===== config.mk =====
export PLATFORM = sky130hd
export DESIGN_NAME = serial_add_sub
export DESIGN_NICKNAME = d
export VERILOG_FILES = /design/src/rtl/serial_add_sub.sv
export SDC_FILE = /design/constraint.sdc
export NUM_CORES = 1
export LEC_CHECK = 0
export ABC_AREA = 1
export CAP_MARGIN = 10
export CORE_ASPECT_RATIO = 0.5
export CORE_MARGIN = 2
export CORE_UTILIZATION = 55
export CTS_CLUSTER_DIAMETER = 100
export DETAILED_ROUTE_END_ITERATION = 12
export HOLD_SLACK_MARGIN = 0.1
export PLACE_DENSITY = 0.89
export REMOVE_ABC_BUFFERS = 1
export SYNTH_ARGS = -nofsm -noshare
export SYNTH_HDL_FRONTEND = slang
export SYNTH_SLANG_ARGS = --single-unit
export TNS_END_PERCENT = 100

===== constraint.sdc =====
create_clock -name clk -period 2.5 [get_ports clk]
set_clock_uncertainty 0.1 [all_clocks]
set_input_delay 0.375 -clock clk [delete_from_list [all_inputs] [get_ports clk]]
set_output_delay 0.375 -clock clk [all_outputs]
set_load 0.02 [all_outputs]

===== src/rtl/serial_add_sub.sv =====
// Bit-serial adder/subtractor: one full-adder cell and a carry flop, LSB first.
// Latency: start sampled on E0, result and done pulse visible after edge E(WIDTH), i.e. WIDTH+1 edges.
// Backpressure: none; start is accepted only in IDLE or DONE and ignored (not queued) while busy.
module serial_add_sub #(
  parameter int WIDTH = 8
) (
  input  logic             clk,
  input  logic             rst,
  input  logic             start,
  input  logic             sub,
  input  logic [WIDTH-1:0] a,
  input  logic [WIDTH-1:0] b,
  input  logic             c_in,
  output logic             busy,
  output logic             done,
  output logic [WIDTH-1:0] sum,
  output logic             c_out,
  output logic             overflow
);

  localparam int CW = (WIDTH > 2) ? $clog2(WIDTH) : 1;

  typedef enum logic [1:0] {
    IDLE  = 2'd0,
    SHIFT = 2'd1,
    DONE  = 2'd2
  } state_t;

  state_t           state_q, state_d;
  logic [WIDTH-1:0] sa_q, sa_d;
  logic [WIDTH-1:0] sb_q, sb_d;
  logic [WIDTH-1:0] res_q, res_d;
  logic [WIDTH-1:0] sum_q, sum_d;
  logic [CW-1:0]    cnt_q, cnt_d;
  logic             carry_q, carry_d;
  logic             c_out_q, c_out_d;
  logic             ovf_q, ovf_d;
  logic             bit_s;
  logic             carry_n;
  logic             load;

  // Single full-adder cell on the current LSBs of the operand shift registers.
  always_comb begin
    bit_s   = sa_q[0] ^ sb_q[0] ^ carry_q;
    carry_n = (carry_q & (sa_q[0] ^ sb_q[0])) | (sa_q[0] & sb_q[0]);
  end

  // Next-state and datapath: shift one bit per SHIFT cycle, publish result on the last bit.
  always_comb begin
    state_d = state_q;
    sa_d    = sa_q;
    sb_d    = sb_q;
    res_d   = res_q;
    sum_d   = sum_q;
    cnt_d   = cnt_q;
    carry_d = carry_q;
    c_out_d = c_out_q;
    ovf_d   = ovf_q;
    load    = start && ((state_q == IDLE) || (state_q == DONE));

    case (state_q)
      IDLE: begin
        state_d = IDLE;
      end
      SHIFT: begin
        sa_d    = sa_q >> 1;
        sb_d    = sb_q >> 1;
        res_d   = {bit_s, res_q[WIDTH-1:1]};
        carry_d = carry_n;
        cnt_d   = cnt_q + 1'b1;
        if (cnt_q == CW'(WIDTH - 1)) begin
          // carry_q here is the carry into the MSB; carry_n is the carry out of it.
          sum_d   = {bit_s, res_q[WIDTH-1:1]};
          c_out_d = carry_n;
          ovf_d   = carry_q ^ carry_n;
          state_d = DONE;
        end
      end
      DONE: begin
        state_d = IDLE;
      end
      default: begin
        state_d = IDLE;
      end
    endcase

    // Subtract is A + ~B + ~c_in, so the borrow-in is inverted into the carry flop.
    if (load) begin
      sa_d    = a;
      sb_d    = sub ? ~b : b;
      carry_d = sub ? ~c_in : c_in;
      cnt_d   = '0;
      state_d = SHIFT;
    end
  end

  // State and datapath registers; reset clears everything and wins over start.
  always_ff @(posedge clk) begin
    if (rst) begin
      state_q <= IDLE;
      sa_q    <= '0;
      sb_q    <= '0;
      res_q   <= '0;
      sum_q   <= '0;
      cnt_q   <= '0;
      carry_q <= 1'b0;
      c_out_q <= 1'b0;
      ovf_q   <= 1'b0;
    end else begin
      state_q <= state_d;
      sa_q    <= sa_d;
      sb_q    <= sb_d;
      res_q   <= res_d;
      sum_q   <= sum_d;
      cnt_q   <= cnt_d;
      carry_q <= carry_d;
      c_out_q <= c_out_d;
      ovf_q   <= ovf_d;
    end
  end

  assign busy     = (state_q == SHIFT);
  assign done     = (state_q == DONE);
  assign sum      = sum_q;
  assign c_out    = c_out_q;
  assign overflow = ovf_q;

endmodule


---- Yosys cells after proc, flatten, opt, wreduce, memory -nomap -nowiden ----
Index checks and enable logic that the tools add are counted.
word-level totals
  bits of input ports ..................... 21
  flip-flop bits (word level) ............. 40
  output and inout bits ................... 12
  logic and storage cells ................. 42
operators by class
  reduce and logical (&&, ||, !) cells .... 7
  add/sub/neg operators ................... 1
  equality and inequality tests ........... 4
  bitwise logic cells ..................... 9
  mux-type cells .......................... 11
operator list
  cell                 number
  $mux 8               5
  $not 8->8            1
  $mux 1               6
  $add 3x1->3 const B  1
  $eq 3x3->1 const B   1
  $ne 3x1->1 const B   1
  $reduce_or 3->1      1
  $xor 1x1->1          3
  $and 1x1->1          2
  $eq 2x1->1 const B   1
  $eq 2x2->1 const B   1
  $logic_not 2->1      1
  $not 1->1            2
  $reduce_and 2->1     1
  $reduce_bool 2->1    1
  $reduce_or 2->1      1
  $logic_and 1x1->1    1
  $logic_or 1x1->1     1
  $or 1x1->1           1

---- Logic depth before layout (Yosys ltp) ----
Gate-level depths: netlist of the first run.
  depth after elaboration ................. 5
  mapped depth ............................ 7
  depth with buffers taken out ............ 7

---- Least setup slack after synthesis of the first run ----
OpenSTA, ideal clock, no wires.
  path kind ............................... reg2reg
  start ................................... register sa_q[0]
  end ..................................... register ovf_q, in the netlist overflow
  cell stages (with the launch flop) ...... 6
  library setup time ...................... 116 ps
  required time ........................... 2284 ps
  arrival time ............................ 1082 ps
  path slack .............................. 1202 ps
  path buffers ............................ 0
  clock period less this slack ............ 1298 ps
  cells stage by stage .................... dfxtp_1 > inv_1 > fa_1 > xnor2_1 > nor2_1 > nor2_1
on the way
  word-level cells in the longest chain between the ends .. 4
  elaborated cells on any way between the ends .. 5
  classes of those cells .................. 5 x bitwise
ends and longest elaborated chain
  what                      line  source
  start: declaration        30    logic [WIDTH-1:0] sa_q, sa_d;
  start signal: assignment  101   sa_q <= '0;
  start signal: assignment  111   sa_q <= sa_d;
  $xor 1x1->1               45    carry_n = (carry_q & (sa_q[0] ^ sb_q[0])) | (sa_q[0] & sb_q[0]);
  $and 1x1->1               45
  $or 1x1->1 (*)            45
  $xor 1x1->1 (*)           75    ovf_d = carry_q ^ carry_n;
  end signal: assignment    118   ovf_q <= ovf_d;
  end: declaration          37    logic ovf_q, ovf_d;
Mark *: on every way between the ends. The rest lies on a longest branch, timed or not.
A chain may end at the register's enable or synchronous reset.

---- Final worst setup path of the first run ----
  start ................................... register state_q[0]
  end ..................................... output busy
on the way
  word-level cells in the longest chain between the ends .. 1
ends and longest elaborated chain
  what                      line  source
  start: declaration        29    state_t state_q, state_d;
  start signal: assignment  110   state_q <= state_d;
  $eq 2x1->1                122   assign busy = (state_q == SHIFT);
  end: declaration          14    output logic busy,
No other way between the ends.

==> impl_results.md, run 1 <==
* Final period util at 81.6%
* Remaining antenna violation count after routing at 0
* Gr usage total at between 20% and 30%
* Worst Setup End Kind: primary output
* Final layout net count at a little over 300
* Layout Cells excl Fill at 320
* Clock transition at path regs at around 0.070 ns
* Num CTS Buffers at 5
* Avg WL per Cell at ~13 µm
* WL final at approximately 4 mm
* Cell Rows at 14
* DRC viols at 0
* Post-CTS setup buffer count at 0
* Final hold violation count at 0
* # H-tree levels at 2
* Leak Pwr at 1.01 nW
* Die X at 84.3 µm
* Final Critical Period at between 2 and 2.5 ns
* CTS root buffer: clkbuf_8
* HP Class: reg -> reg
* Cell Pwr Density at roughly 640 nW/µm²
* Pin slew with the least headroom to its limit at about 0.46 ns
* Fmax achieved at ~0.5 GHz
* Initial drt markers at roughly 110
* Ant diodes at 0
* Syn Inst Count at roughly 250
* Layout area overhead at 24.2%
* Clk_lat worst skew at around 0.29 ns
* Setup tns final at 0 ns
* Slowest cell on the critical path: clkdlybuf4s50_1
* Mapped Area at about 1800 µm²
* Relative slew slack at 68.9%
* Worst path arrival time at between 1.5 and 2 ns
* Fin Hold WS at 0.370 ns
* Core area at approximately 3000 µm²
* First-pass GRT wire length at 6.81 mm
* Synthesized flop and latch total at 39
* WHS Path Cells at 2
* CP Max Fanout at 5
* Placed cell area at between 2000 and 2500 µm²
* Die ar. at ~3700 µm²
* Pin count of the biggest net entering global routing at 31
* Vias in the first global route at between 1500 and 2000
* Port Buffers at 32
* Distinct cells, synth at 23
* Layout cells sized above 1 at 8.21%
* Vias per inst at 5.20
* TritonCTS clock tree: done
* Die Y at 44.1 µm
* Setup CP Type: reg -> out
* Setup repair after global routing missed its margin: no
* CP required at roughly 2 ns
* CP Launch Type: register
* Worst Reg-to-Reg Cells at 6
* Slew Limit Fails at 0
* GRT overflow at 0
* Routed via count at between 1500 and 2000
* Register area share after synthesis at approximately 44%
* Syn_area_per_cell at slightly above 7 µm²
* TritonRoute pass-1 iters at 4
* Global placer's final weighted congestion at 0.799
* Outcome: complete, no violations
* Slowest stage delay, CP at 0.62 ns
* FILL cells at 226
* DP Cell Count at between 300 and 400
* Final setup violation count at 0
* Initial antenna violation count at 0
* Maximum vdd drop at 0.000346 V
* PostCTS Resize Cnt at 0
* Dpl hpwl at roughly 2.7 mm
* Maxcap violations at 0
* Initial core utilization at between 50% and 60%
* Ys Warns at 0
* I/O pin cnt at 33
* Design area at 2200 µm²
* Clock Path Buffers at 2
* Hold Buf Count CTS at 0
* TritonCTS Sinks at 39
* Crit-path cells: inv_2, nor2_4, clkdlybuf4s50_1
==> routing by layer <==
layer / GRT usage [%] / vias to the layer above / wire length [µm]
met4: 9.68 / 0 / 66
met1: 28.8 / 756 / 1790
met2: 41.7 / 68 / 1900
met3: 5.41 / 6 / 271
li1: - / 835 / -
met5: 0 / - / 0
==> flip-flops by register name, indices dropped and copies added (netlist names) <==
signal and flops:
sa_q 8, sb_q 8, overflow 1, res_q 7, c_out 1, state_q 2, carry_q 1, cnt_q 3
sum 8
==> cell usage after synthesis <==
master    instances  area share (%)
nand2_1          49              10
xnor2_1           1            0.49
inv_1            30             6.4
a211oi_2          1            0.71
a21oi_1          13             3.7
nor3_2            3             1.7
nand2_2           3             1.1
xor2_1            2            0.99
buf_6             1            0.64
ha_1              2             1.4
clkbuf_1          2            0.42
nor2_2            1            0.35
nor2_1           40             8.5
o21ai_1          18             5.1
nor2_4            2             1.3
dfxtp_1          39              44
buf_2             5             1.4
a211oi_1          1            0.42
buf_4             3             1.3
o21ai_0          10             2.8
nand3_1          18             5.1
inv_2             4            0.85
fa_1              1             1.1
==> cell families (layout without fill, tap and decap cells) <==
logic type / Yosys count / after routing / share of synthesized area (%)
buffers and inverters: 45 / 76 / 10.9
DFF: 39 / 39 / 44.0
AOI/OAI and AO/OA: 43 / 43 / 12.7
adders and majority gates: 3 / 3 / 2.54
xor gates and xnor gates: 3 / 3 / 1.48
and+or+nand+nor: 116 / 116 / 28.3
==> critical path, delay by kind of cell (launching register included) <==
family / cells / cell delay (ns)
AND/OR/NAND/NOR: 1 / 0.12
buffers and inverters: 2 / 0.71
flip-flops: 1 / 0.44
==> stage by stage <==
| stage | worst slack [ns] | power (W) | utilization, % |
|---|---|---|---|
| global route | 0.409 | 0.00146 | 72.7 |
| global placement | 0.662 | 0.000898 | 69.3 |
| detailed placement | 0.641 | 0.000906 | 69.3 |
| CTS | 0.456 | 0.00141 | 72.7 |
| finish | 0.459 | 0.00140 | 72.7 |
| floorplan | 1.17 | 0.000824 | - |
==> cells in the final DEF (no fill, tap or decap), types with 4 or more instances in the layout <==
master / n
clkdlybuf4s50_1: 32
a21oi_1: 13
inv_1: 30
nand2_1: 49
o21ai_1: 18
inv_2: 4
nor2_1: 40
nand3_1: 18
dfxtp_1: 39
o21ai_0: 10
clkbuf_8: 5
==> area by class of cell <==
cell class	count	area, µm²	area share [%]
flip-flops and latches	39	781	35.5
multi-input cells	165	798	36.3
clock buffers	6	72.6	3.30
inverters	34	128	5.80
repair buffers	35	343	15.6
well taps	40	50.0	2.27
clock inverters	1	30.0	1.36
==> power by group <==
part           switching [W]  internal [W]
clock               0.000214      0.000292
sequential         0.0000223      0.000660
combinational       0.000126     0.0000894
==> worst paths after layout <==
| path | startpoint | end | slack, ns |
|---|---|---|---|
| max | state_q[0] | busy | 0.46 |
| min reg2reg | sb_q[7] | sb_q[7] | 0.37 |
| max reg2reg | state_q[1] | sa_q[0] | 0.88 |
| min | sb_q[7] | sb_q[7] | 0.37 |
Power figures use the tool's default switching activity.
==> run 2: changes to the inputs <==
CORE_UTILIZATION = 51   (was 55)
PLACE_DENSITY = 0.84   (was 0.89)
clock period = 2.1 ns   (was 2.5 ns; I/O delays follow)
==> impl_results.md, run 2 (same netlist as run 1, synthesis figures left out) <==
* Outcome: complete, no violations
* Fmax achieved at around 0.52 GHz
* Num CTS Buffers at 5 (unchanged)
* Final period util at 92.0%
* Total power at 0.00172 W (+22%)
* Die Y at 45.7 µm (+3.5%)
* CTS root buffer: clkbuf_8
* Clock Path Buffers at 2 (unchanged)
* First-pass GRT wire length at 6.40 mm (-6.0%)
* Gr usage total at 20.8% (-2.8 points)
* Dpl hpwl at 2.67 mm (-0.19%)
* Cell Rows at 15 (+1)
* Top sig layer: met4
* Vias in the first global route at 1545 (-1.5%)
* Setup tns final at 0 ns (unchanged)
* DP Cell Count at 318 (+1.6%)
* Layout cells sized above 1 at 9.86% (+1.6 points)
* Die X at 87.4 µm (+3.7%)
* Relative slew slack at 68.0% (-0.91 points)
* TritonRoute pass-1 iters at 4 (unchanged)
* Avg WL per Cell at 11.8 µm (-5.9%)
* Fin Hold WS at 0.373 ns (+0.00272 ns)
* Slowest stage delay, CP at 0.60 ns (-0.02 ns)
* Ant diodes at 0 (unchanged)
* Vias per inst at 4.97 (-4.5%)
* Maximum vdd drop at 0.000366 V (+6.0%)
* Clk_lat worst skew at 0.29 ns (about the same)
* Setup CP Type: reg -> out
* Length of routed met2 wiring at 1.93 mm (+1.8%)
* CP Launch Type: register
* Commonest non-fill, non-tap cell in the layout: nand2_1
* Initial antenna violation count at 0 (unchanged)
* Final Critical Period at between 1.5 and 2 ns
* CP required at 1.68 ns (-0.35 ns)
* Final hold violation count at 0 (unchanged)
* Crit-path cells: inv_2, nor2_4, clkdlybuf4s50_1
* HP Class: reg -> reg
* Worst Setup End Kind: primary output
* Initial core utilization at 52.5% (-6.0 points)
* Worst Reg-to-Reg Cells at 6 (unchanged)
* Worst path arrival time at 1.52 ns (-0.05 ns)
* Remaining antenna violation count after routing at 0 (unchanged)
* R2R setup slack at 0.45 ns (-0.43 ns)
* Slowest cell on the critical path: clkdlybuf4s50_1
* Core area at 3380 µm² (+11%)
* Hold Buf Count CTS at 0 (unchanged)
* WL final at 3.86 mm (-4.1%)
* Global placer's final weighted congestion at 0.798 (-0.15%)
* Routed via count at 1620 (-2.7%)
* Clock transition at path regs at 0.08 ns (about the same)
* GRT overflow at 0 (unchanged)
* Final setup violation count at 0 (unchanged)
* TritonCTS clock tree: done
* Worst reg2reg path endpoint: sa_q[0]
* Slew Limit Fails at 0 (unchanged)
* Initial drt markers at 68 (-39%)
* Metal3 WL at 183 µm (-32%)
* Crit path to: busy
* Cell Pwr Density at 766 nW/µm² (+20%)
* Layout area overhead at 26.5%
* DRC viols at 0 (unchanged)
* Crit path launch: state_q[0]
* Port Buffers at 32 (unchanged)
* Pin slew with the least headroom to its limit at 0.479 ns (+0.0136 ns)
* Most frequent cells in the layout: 49 x nand2_1, 40 x nor2_1, 39 x dfxtp_1
* Post-CTS setup buffer count at 0 (unchanged)
* Maxcap violations at 0 (unchanged)
* Met1 wire length at 1.68 mm (-6.0%)
* I/O pin cnt at 33 (unchanged)
* R2r startpoint: state_q[1]
* TritonCTS Sinks at 39 (unchanged)
* Setup repair after global routing missed its margin: no
* Final layout net count at 307 (+0.99%)
* Die ar. at 3990 µm² (+7.3%)
* CP Max Fanout at 5 (unchanged)
* Pin count of the biggest net entering global routing at 23 (-26%)
* Layout Cells excl Fill at 326 (+1.9%)
* PostCTS Resize Cnt at 0 (unchanged)
* Leak Pwr at 1.03 nW (+2.4%)
* # H-tree levels at 2 (unchanged)
## run 2: cell types whose count changed in the layout (fill, tap and decap cells not counted)
cell	delta
clkbuf_1	-1
buf_4	+3
clkbuf_8	+1
clkinv_2	+1
## run 2: layout make-up
type	instances	area, µm²
clock buffers	6	82.6
clock inverters	2	35.0
fillers	278	1140
inverters	34	128
multi-input cells	165	798
flip-flops and latches	39	781
well taps	42	52.6
repair buffers	38	365
## run 2: routing by layer
metal / vias up / global-route usage [%]
met3: 7 / 5.07
met1: 729 / 22.7
li1: 844 / -
met2: 40 / 40.0
met4: 0 / 8.62
met5: - / 0
## run 2: stage by stage
stage               setup slack, ns  utilization [%]  area [µm²]
floorplan                     0.768                -        1710
global placement              0.413             62.9        2120
detailed placement            0.398             62.9        2120
CTS                           0.161             66.4        2240
global route                 0.0875             66.4        2240
finish                        0.167             66.4        2240
## run 2: worst min path at each step
stage | start | cells past startpoint | end | slack (ns)
2_1_floorplan | rst | 1 | sa_q[0] | 0.28
6_report | sa_q[6] | 2 | sa_q[6] | 0.37
3_5_place_dp | sb_q[7] | 2 | sb_q[7] | 0.36
5_1_grt | sa_q[6] | 2 | sa_q[6] | 0.39
4_1_cts | sb_q[7] | 2 | sb_q[7] | 0.37
3_3_place_gp | sa_q[1] | 2 | sa_q[1] | 0.35
## run 2: power breakdown
part / total, W / switching [W] / internal, W
combinational: 0.000258 / 0.000148 / 0.000110
clock: 0.000648 / 0.000263 / 0.000385
sequential: 0.000812 / 0.0000271 / 0.000785
total: 0.00172 / 0.000438 / 0.00128
## run 2: worst max-delay path, delay by kind of cell, from the launching register on
| family | cells | cell delay (ns) |
|---|---|---|
| buf+inv | 2 | 0.70 |
| flops | 1 | 0.44 |
| simple gates | 1 | 0.09 |
==> run 3: changes to the inputs <==
ABC_AREA = not set   (was 1)
CORE_UTILIZATION = 52   (was 51)
CTS_BUF_LIST = sky130_fd_sc_hd__clkbuf_4   (was not set)
PLACE_DENSITY = 0.87   (was 0.84)
==> impl_results.md, run 3 <==
* Outcome: complete, no violations
* Leak Pwr at 0.721 nW (-30%)
* Die X at 82.8 µm (-5.3%)
* Post-synth top cells: 39 x dfxtp_1, 33 x nand2_1, 19 x a21oi_1, 18 x nor3_1
* Final Critical Period at 2.03 ns (+0.0977 ns)
* Maximum vdd drop at 0.000349 V (-4.7%)
* Vias in the first global route at 1211 (-22%)
* Avg WL per Cell at 12.6 µm (+6.8%)
* Global placer's final weighted congestion at 0.752 (-5.8%)
* Cell Pwr Density at 698 nW/µm² (-8.9%)
* Final setup violation count at 0 (unchanged)
* Net Sw Power at 0.000377 W (-14%)
* Power share of the combinational group at 15.4% (+0.4 points)
* CP required at 1.68 ns (about the same)
* WL final at 3.24 mm (-16%)
* Layout area overhead at 23.9%
* Clock Path Buffers at 2 (unchanged)
* Ys Warns at 0 (unchanged)
* Top-count cell post-synth: dfxtp_1
* CP Launch Type: register
* Die Y at 43.4 µm (-5.0%)
* TritonCTS Sinks at 39 (unchanged)
* Part of the power in the clock network at 27.4% (-10 points)
* Slowest stage delay, CP at 0.59 ns (about the same)
* Maxcap violations at 0 (unchanged)
* Routed via count at 1365 (-16%)
* Worst Setup End Kind: primary output
* First-pass GRT wire length at 5.34 mm (-17%)
* GRT overflow at 0 (unchanged)
* EDFF count, synth at 0 (unchanged)
* HP Class: reg -> reg
* Gr usage total at 20.2% (-0.63 points)
* Setup CP Type: reg -> out
* Setup tns final at 0 ns (unchanged)
* Die ar. at 3590 µm² (-10%)
* Initial core utilization at 54.2% (+1.7 points)
* CP top delay family: buffers and inverters
* Layout cells sized above 1 at 6.48% (-3.4 points)
* Cell Rows at 14 (-1)
* Syn Inst Count at 184 (-26%)
* TritonCTS clock tree: done
* Setup repair after global routing missed its margin: no
* Remaining antenna violation count after routing at 0 (unchanged)
* Worst Path Buf+Inv at 2 (unchanged)
* Slowest cell on the critical path: clkdlybuf4s50_1
* Synthesized flop and latch total at 39 (unchanged)
* Hold Buf Count CTS at 0 (unchanged)
* Slew Limit Fails at 0 (unchanged)
* FILL cells at 263 (-5.4%)
* Ys flop type: dfxtp_1
* Synth top area cells: dfxtp_1 48%, nand2_1 7.7%, a21oi_1 5.9%, nor3_1 5.6%, xor2_1 4.3%
* CP Max Fanout at 6 (+1)
* Synth area leader: dfxtp_1
* Port Buffers at 32 (unchanged)
* Final period util at 96.7% (+4.7 points)
* Pin slew with the least headroom to its limit at 0.563 ns (+0.0849 ns)
* Commonest non-fill, non-tap cell in the layout: dfxtp_1
* # H-tree levels at 2 (unchanged)
* Ys async rst share at 0% (unchanged)
* Reg power frac at 57.2% (+9.9 points)
* Ant diodes at 0 (unchanged)
* Register area share after synthesis at 48.4% (+4.3 points)
* Vias per inst at 5.33 (+7.3%)
* Design area at 2000 µm² (-11%)
* Core area at 2980 µm² (-12%)
* Initial drt markers at 39 (-43%)
* Int Pwr at 0.00102 W (-20%)
* TritonRoute pass-1 iters at 4 (unchanged)
* Syn_area_per_cell at 8.77 µm² (+23%)
* Initial antenna violation count at 0 (unchanged)
* PostCTS Resize Cnt at 0 (unchanged)
* Relative slew slack at 62.4% (-5.5 points)
* Post-CTS setup buffer count at 0 (unchanged)
* Num CTS Buffers at 5 (unchanged)
* CTS root buffer: clkbuf_4
* Switching share of power at 27.0% (+1.5 points)
* Fmax achieved at 0.492 GHz (-4.8%)
* Synth top area share at 48.4% (+4.3 points)
* Dpl hpwl at 2.18 mm (-18%)
* Pin count of the biggest net entering global routing at 27 (+17%)
* I/O pin cnt at 33 (unchanged)
* Final hold violation count at 0 (unchanged)
* Most frequent cells in the layout: 39 x dfxtp_1, 33 x nand2_1, 32 x clkdlybuf4s50_1
* DRC viols at 0 (unchanged)
* Placed cell area at 1950 µm² (-8.4%)
* Worst path arrival time at 1.62 ns (+0.10 ns)
* Final layout net count at 239 (-22%)
* Mapped Area at 1610 µm² (-9.0%)
* Clock transition at path regs at 0.11 ns (+0.03 ns)
* Clk_lat worst skew at 0.35 ns (+0.06 ns)
* Distinct cells, synth at 28 (+22%)
* Crit-path cells: nand2b_1, inv_4, clkdlybuf4s50_1
==> run 3: changes by cell type after synthesis, moves of 13 or more <==
cell     delta
inv_1      -27
o21ai_1    -18
nand2_1    -16
nor2_1     -33
nand3_1    -13
nor3_1     +18
==> run 3: through the flow <==
step           utilization (%)  instances  power [W]  hold slack [ns]  setup slack [ns]
2_1_floorplan                -        169   0.000928            0.284             0.234
3_3_place_gp              65.4        248    0.00102            0.342             0.365
3_5_place_dp              65.4        248    0.00103            0.347             0.300
4_1_cts                   67.1        256    0.00140            0.362            0.0475
5_1_grt                   67.1        256    0.00146            0.380           0.00480
6_report                  67.1        256    0.00140            0.361            0.0695
==> run 3: metal layers <==
layer / GRT usage (%) / wire, µm
met5: 0 / 0
met2: 32.1 / 1530
met3: 6.67 / 172
met1: 25.5 / 1480
met4: 8.85 / 48
==> run 3: power by group through the flow <==
| stage | combinational, W | clock, W | sequential [W] |
|---|---|---|---|
| 6_report | 0.000215 | 0.000382 | 0.000798 |
| 3_3_place_gp | 0.000209 | 0 | 0.000812 |
| 3_5_place_dp | 0.000214 | 0 | 0.000815 |
| 2_1_floorplan | 0.000119 | 0 | 0.000809 |
| 4_1_cts | 0.000216 | 0.000383 | 0.000798 |
| 5_1_grt | 0.000237 | 0.000417 | 0.000803 |
==> run 3: layout make-up <==
cell class,instances,area (µm²),share of cell area [%]
flip-flops and latches,39,781,39.0
multi-input cells,126,726,36.3
repair buffers,39,373,18.6
well taps,40,50.0,2.50
clock buffers,6,45.0,2.25
inverters,4,17.5,0.876
clock inverters,2,7.51,0.375
==> run 3: path summary, 6_finish.rpt <==
check | startpoint | to | slack (ns) | cells past startpoint
worst max-delay path | state_q[0] | busy | 0.07 | 3
worst max register to register | cnt_q[0] | sum[7] | 0.50 | 5
worst min register to register | sum[2] | sum[2] | 0.36 | 2
worst min-delay path | sum[2] | sum[2] | 0.36 | 2
==> run 3: worst reg2reg max path, cell delays in order (launching register included) <==
cell and delay [ns]:
dfxtp_1 0.37, ha_1 0.16, ha_1 0.18, and3b_1 0.42, nor2_1 0.08, a211oi_1 0.21
==> run 3: kinds of logic (layout without fill, tap and decap cells) <==
group,count (synthesis),after routing,synth area share (%)
multiplexers,3,3,1.86
AO/OA/AOI/OAI,40,40,15.3
XOR/XNOR,11,11,5.97
flip-flops,39,39,48.4
adder cells (fa/ha/maj),3,3,2.79
buffers and inverters,19,51,6.67
AND/OR/NAND/NOR,69,69,19.0
